<file path="src/rtl/tone_sequencer.sv">
// Step-table melody controller that drives one clkgen voice through its maxval and silencing reset.
// Optional feature macro NOTE_SEQ_GAP_EN: adds a one-tick silent gap after every sounding note.
module tone_sequencer #(
    parameter int N      = 8,
    parameter int DUR_W  = 12,
    parameter int ADDR_W = 4
) (
    input  logic              clk_i,
    input  logic              reset,
    input  logic              wr_en,
    input  logic [ADDR_W-1:0] wr_addr,
    input  logic [N+DUR_W:0]  wr_data,
    input  logic              start_i,
    input  logic              stop_i,
    input  logic              loop_i,
    input  logic              tick_i,
    output logic [N-1:0]      maxval_o,
    output logic              tone_rst_o,
    output logic              busy_o,
    output logic [ADDR_W-1:0] step_o,
    output logic              done_o
);
    localparam int WORD_W = 1 + N + DUR_W;
    localparam int DEPTH  = 2 ** ADDR_W;

    localparam logic [2:0] S_IDLE  = 3'd0;
    localparam logic [2:0] S_FETCH = 3'd1;
    localparam logic [2:0] S_EVAL  = 3'd2;
    localparam logic [2:0] S_PLAY  = 3'd3;
    localparam logic [2:0] S_DONE  = 3'd5;
`ifdef NOTE_SEQ_GAP_EN
    localparam logic [2:0] S_GAP   = 3'd4;
`endif

    logic [WORD_W-1:0] r_table [DEPTH];
    logic [WORD_W-1:0] r_rd_word;
    logic [2:0]        r_state;
    logic [ADDR_W-1:0] r_step;
    logic [DUR_W-1:0]  r_count;
    logic [N-1:0]      r_maxval;
    logic              r_tone_rst;
    logic              r_busy;
    logic              r_done;

    logic [2:0]        w_state_next;
    logic [ADDR_W-1:0] w_step_next;
    logic [DUR_W-1:0]  w_count_next;
    logic [N-1:0]      w_maxval_next;
    logic              w_tone_rst_next;
    logic              w_busy_next;
    logic              w_done_next;
    logic              w_advance;
    logic              w_finish;

    logic              w_rd_rest;
    logic [N-1:0]      w_rd_maxval;
    logic [DUR_W-1:0]  w_rd_dur;

    assign w_rd_rest   = r_rd_word[N+DUR_W];
    assign w_rd_maxval = r_rd_word[N+DUR_W-1:DUR_W];
    assign w_rd_dur    = r_rd_word[DUR_W-1:0];

    // Read-before-write: a same-cycle write to the fetched address yields the old word.
    always_ff @(posedge clk_i) begin
        if (wr_en) begin
            r_table[wr_addr] <= wr_data;
        end
        if (r_state == S_FETCH) begin
            r_rd_word <= r_table[r_step];
        end
    end

    always_comb begin
        w_state_next    = r_state;
        w_step_next     = r_step;
        w_count_next    = r_count;
        w_maxval_next   = r_maxval;
        w_tone_rst_next = r_tone_rst;
        w_busy_next     = r_busy;
        w_done_next     = 1'b0;
        w_advance       = 1'b0;
        w_finish        = 1'b0;

        case (r_state)
            S_IDLE: begin
                if (start_i && !stop_i) begin
                    w_state_next = S_FETCH;
                    w_step_next  = '0;
                    w_busy_next  = 1'b1;
                end
            end
            S_FETCH: w_state_next = S_EVAL;
            S_EVAL: begin
                if (w_rd_dur == '0) begin
                    // A marker at step 0 always ends playback so an empty loop cannot spin.
                    if (r_step == '0 || !loop_i) begin
                        w_finish = 1'b1;
                    end else begin
                        w_step_next  = '0;
                        w_state_next = S_FETCH;
                    end
                end else begin
                    w_maxval_next   = w_rd_maxval;
                    w_tone_rst_next = w_rd_rest;
                    w_count_next    = w_rd_dur;
                    w_state_next    = S_PLAY;
                end
            end
            S_PLAY: begin
                if (tick_i) begin
                    if (r_count == DUR_W'(1)) begin
`ifdef NOTE_SEQ_GAP_EN
                        if (!r_tone_rst) begin
                            w_tone_rst_next = 1'b1;
                            w_state_next    = S_GAP;
                        end else begin
                            w_advance = 1'b1;
                        end
`else
                        w_advance = 1'b1;
`endif
                    end else begin
                        w_count_next = r_count - DUR_W'(1);
                    end
                end
            end
`ifdef NOTE_SEQ_GAP_EN
            S_GAP: begin
                if (tick_i) begin
                    w_advance = 1'b1;
                end
            end
`endif
            S_DONE:  w_state_next = S_IDLE;
            default: w_state_next = S_IDLE;
        endcase

        // Incrementing the all-ones step wraps to 0, which is exactly the loop restart.
        if (w_advance) begin
            if ((&r_step) && !loop_i) begin
                w_finish = 1'b1;
            end else begin
                w_step_next  = r_step + ADDR_W'(1);
                w_state_next = S_FETCH;
            end
        end

        if (stop_i && r_state != S_IDLE && r_state != S_DONE) begin
            w_finish = 1'b1;
        end

        // Finishing discards any note latched this cycle; maxval keeps its last value.
        if (w_finish) begin
            w_state_next    = S_DONE;
            w_step_next     = r_step;
            w_count_next    = r_count;
            w_maxval_next   = r_maxval;
            w_tone_rst_next = 1'b1;
            w_busy_next     = 1'b0;
            w_done_next     = 1'b1;
        end
    end

    always_ff @(posedge clk_i) begin
        if (reset) begin
            r_state    <= S_IDLE;
            r_step     <= '0;
            r_count    <= '0;
            r_maxval   <= '0;
            r_tone_rst <= 1'b1;
            r_busy     <= 1'b0;
            r_done     <= 1'b0;
        end else begin
            r_state    <= w_state_next;
            r_step     <= w_step_next;
            r_count    <= w_count_next;
            r_maxval   <= w_maxval_next;
            r_tone_rst <= w_tone_rst_next;
            r_busy     <= w_busy_next;
            r_done     <= w_done_next;
        end
    end

    assign maxval_o   = r_maxval;
    assign tone_rst_o = r_tone_rst;
    assign busy_o     = r_busy;
    assign step_o     = r_step;
    assign done_o     = r_done;

endmodule

</file>
<file path="config.mk">
export PLATFORM = sky130hd
export DESIGN_NAME = tone_sequencer
export DESIGN_NICKNAME = d
export VERILOG_FILES = /design/src/rtl/tone_sequencer.sv
export SDC_FILE = /design/constraint.sdc
export NUM_CORES = 1
export LEC_CHECK = 0
export CAP_MARGIN = 20
export CORE_MARGIN = 2
export CORE_UTILIZATION = 39
export CTS_BUF_LIST = sky130_fd_sc_hd__clkbuf_16
export CTS_CLUSTER_DIAMETER = 50
export DETAILED_ROUTE_END_ITERATION = 6
export HOLD_SLACK_MARGIN = 0.03
export PLACE_DENSITY_LB_ADDON = 0.2
export SYNTH_ARGS = -nofsm -noshare
export SYNTH_HDL_FRONTEND = slang
export SYNTH_SLANG_ARGS = --single-unit
</file>
<file path="constraint.sdc">
create_clock -name clk_i -period 4.5 [get_ports clk_i]
set_input_delay 1.125 -clock clk_i [delete_from_list [all_inputs] [get_ports clk_i]]
set_output_delay 1.125 -clock clk_i [all_outputs]
set_load 0.02 [all_outputs]
</file>
# Word-level counts from Yosys, hierarchy flattened
# Memories as Yosys holds them, arrays and structs flattened. A register that Yosys moved wholly into a read port is not among the register bits.
# Cells that the tools add are included.
# word_totals
regBits	30
latch_bits	0
mem_bits_rw	336
romBits	0
output_inout_bits	15
word_cells	68
n_memories	1
# classes
n_addsub	2
n_mul	0
div	0
n_lt_le_gt_ge	0
n_eq_ne	8
shift	0
muxes	29
bitwise	2
n_reduce_logical	18
# memory_table
memory	words	width	read_ports	rd_clocked_by_memory_dff	write_ports	line	rtl
r_table	16	21	1	1	1	35	logic [WORD_W-1:0] r_table [DEPTH];
# ops
cell	count
$mux 12	3
$pmux 12 s2	1
$mux 4	5
$mux 3	6
$eq 12x1->1 const B	1
$logic_not 12->1	1
$mux 1	12
$pmux 3 s4	1
$sub 12x1->12 const B	1
$pmux 4 s2	1
$eq 3x2->1 const B	2
$ne 2x2->1 const B	3
$reduce_and 5->1	1
$add 4x1->4 const B	1
$logic_and 1x1->1	4
$logic_not 4->1	1
$reduce_and 2->1	2
$reduce_and 4->1	1
$eq 3x1->1 const B	1
$logic_not 3->1	1
$ne 3x3->1 const B	1
$reduce_and 3->1	1
$reduce_bool 3->1	1
$logic_not 1->1	2
4 further kinds	5

# Depth between registers and ports, before layout
# logic_depth
word_depth	10
ltp_mapped	10
depth_no_buf	7

# Worst setup path after synthesis
# OpenSTA, ideal clock, no wires.
# synth_path
path_kind	input port to flip-flop
startpoint	input wr_addr[2]
endpoint	memory r_table[0][0] in the netlist's numbering, enable pin
arrival_time_ns	3.106
path_slack_ns	0.968
stages	2
n_path_buf	0
path_cell_list	or3b_2 nor3_1
# synth_lines
item	line	rtl
start: declaration	11	input logic [ADDR_W-1:0] wr_addr,
end: declaration	35	
# Straight into the memory's write port.

# Final worst setup path
# layout_path
startpoint	register r_step[1], in the netlist step_o[1]
endpoint	output step_o[1]
# layout_lines
item	line	rtl
start: declaration	38	logic [ADDR_W-1:0] r_step;
start signal: assignment	175	r_step <= w_step_next;
end: declaration	20	output logic [ADDR_W-1:0] step_o,
# No word-level cell between the ends.

==> impl_metrics.ini <==
[global_routing]
antenna_found_initial = 3
grt-ovfl-total = 0
grt_start_max_net_pins = 52
grt_pass1_wl_um = 48790
grt_usage_pct = 16.30
grt_pass1_vias = 7804

[detailed_routing]
detail-route-antenna-nets = 0
drc = 0
finalWirelength_um = 32600
wl_per_cell_um = 24.33
vias = 7399
routed_via_density = 5.522
drt_first_pass_iters = 5
drtIter0Drc = 565

[worst_setup_path]
cp_cell_sequence = clkdlybuf4s50_1
cp.arrival_ps = 2170
start_kind = flop
crit_fanout = 51
path_buf_inv = 1
path_class = reg2out
cpMaxStageDelayCell = dfxtp_4
slowest_delay_ps = 870
critPathRequiredTime_ps = 3380
worst_setup_path_end_kind = primary output
critPathTopFamily = flip-flops

[timing]
relSlewSlack_pct = 42.33
worst_pin_slew_ps = 859.3
fin_crit_ps = 3290
finalCritPeriodShare_pct = 73.11
finClkSkew_ps = 17.19
tns_ps = 0
hold_viol_final = 0
rsz0062_at_grt = false
setup_viol = 0
fmax_mhz = 303.9
report.final.slew_viol_count = 0
finalWorstSetupSlack_ps = 1210

[cts]
cts_resized = 0
clk_pin_slew_worst_paths_ps = 60
clock_path_buffers = 3
cts_num_sinks = 387
post_cts_buffers = 0
holdBufCountCts = 0
root_buffer = clkbuf_16
cts_tree = done
clock_latency_ps = 540
cts-htree-levels = 2
cts_buffers = 44

[synth]
seq_area_frac_synth_pct = 75.15
yosys_most_used_dff = edfxtp_1
netlist_instances = 722
synth_nets = 758
syn_area_mm2 = 0.01506
yosys_warnings = 0
ys_types = 59
avgSynthCellArea_um2 = 20.86
synth-seq-cells = 387
synth_edf_count = 357
async_flop_share_pct = 0

[floorplan]
core_mm2 = 0.03784
die_x_um = 200.5
rows = 71
die_area_mm2 = 0.04021
start_util_pct = 39.81
io_pins = 47
die_y_um = 200.5

[pwr]
leakage_nw = 5.501
powerDensity_mw_per_mm2 = 462.0
irDropWorstVdd_mv = 0.2923

[place]
dp_slack_ps = 1199
port_buffers = 46
place_hpwl_um = 18570
place.gp.congestion = 0.8186
placed_area_mm2 = 0.01627

[cells_and_area]
syn2layout_area_growth_pct = 17.18
fin_area_mm2 = 0.01765
drive_above_1_share_pct = 26.54
antenna_cells = 0
layout_commonest_cell = edfxtp_1
layout.nets = 837
layout_common_cells = 357 x edfxtp_1, 105 x mux4_2, 46 x clkdlybuf4s50_1
utilization_pct = 46.65

[min_path]
hp-class = reg2reg

[status]
run_status = finished, final reports clean

[job]
maxCapViolCount = 0
## per-stage QoR
stage          power, mW  instances  hold slack [ps]
2_1_floorplan      4.596        722            436.5
3_3_place_gp       4.808       1265            452.6
3_5_place_dp       4.838       1265            458.4
4_1_cts            8.233       1339            467.0
5_1_grt            8.430       1340            495.6
6_report           8.156       1340            462.4
## report_power, final
group	leakage [nW]	internal, mW	switching, mW
clock	0.697	2.04	1.35
combinational	1.33	0.223	0.357
sequential	3.47	4.10	0.0918
total	5.50	6.36	1.80
## worst min-delay path: stages, from the launching register on
cell      delay, ps
dfxtp_1         310
inv_1            40
a21boi_0         60
## kinds of logic after synthesis
family,after synthesis,synth area share (%)
xor+xnor,2,0.1163
buf+inv,50,1.337
mux,115,16.37
simple gates,106,3.738
flops,387,75.15
fa+ha+maj,4,0.3322
compound gates,58,2.957
## sequential cells by signal, summed over array words and instances (netlist names)
register / cells
r_table: 336
done_o: 1
r_count: 12
step_o: 4
tone_rst_o: 1
r_rd_word: 21
maxval_o: 8
busy_o: 1
r_state: 3
## worst paths after layout
kind | slack [ps] | from | to | cells after the start
worst max register to register | 1770 | step_o[0]$_SDFFE_PP0N_ | r_rd_word[2]$_DFFE_PP_ | 3
worst max-delay path | 1210 | step_o[1]$_SDFFE_PP0N_ | step_o[1] | 1
worst min register to register | 460 | busy_o$_SDFFE_PP0P_ | busy_o$_SDFFE_PP0P_ | 2
worst min-delay path | 460 | busy_o$_SDFFE_PP0P_ | busy_o$_SDFFE_PP0P_ | 2
## routing by layer
metal	up-vias	share of wire, %	GRT usage [%]
li1	3210	-	-
met1	3875	41	20.91
met2	257	50	28.01
met3	53	6.1	3.620
met4	4	2.0	4.630
met5	-	0.080	0
## synth_stat cells (4+ instances only)
| cell | count | area share (%) |
|---|---|---|
| inv_1 | 9 | 0.22 |
| clkbuf_1 | 29 | 0.72 |
| mux4_2 | 105 | 16 |
| buf_2 | 8 | 0.27 |
| ha_1 | 4 | 0.33 |
| nand3_1 | 12 | 0.40 |
| o31ai_1 | 4 | 0.20 |
| nor2_1 | 30 | 0.75 |
| a32o_1 | 6 | 0.40 |
| mux2i_1 | 9 | 0.60 |
| o21ai_0 | 5 | 0.17 |
| or3_1 | 5 | 0.21 |
| nand2b_1 | 4 | 0.17 |
| nor3_1 | 11 | 0.37 |
| a21oi_1 | 14 | 0.47 |
| nand2_1 | 12 | 0.30 |
| dfxtp_1 | 30 | 4.0 |
| nor4_1 | 9 | 0.37 |
| edfxtp_1 | 357 | 71 |
## layout make-up
cell class / instances / area [um^2]
Clock inverter: 29 / 250.2
Tap cell: 511 / 639.4
Fill cell: 3165 / 20190
Multi-Input combinational cell: 285 / 3597
Inverter: 10 / 37.54
Timing Repair Buffer: 73 / 673.1
Sequential cell: 387 / 11330
Clock buffer: 45 / 1126
(Power assumes the default switching activity.)
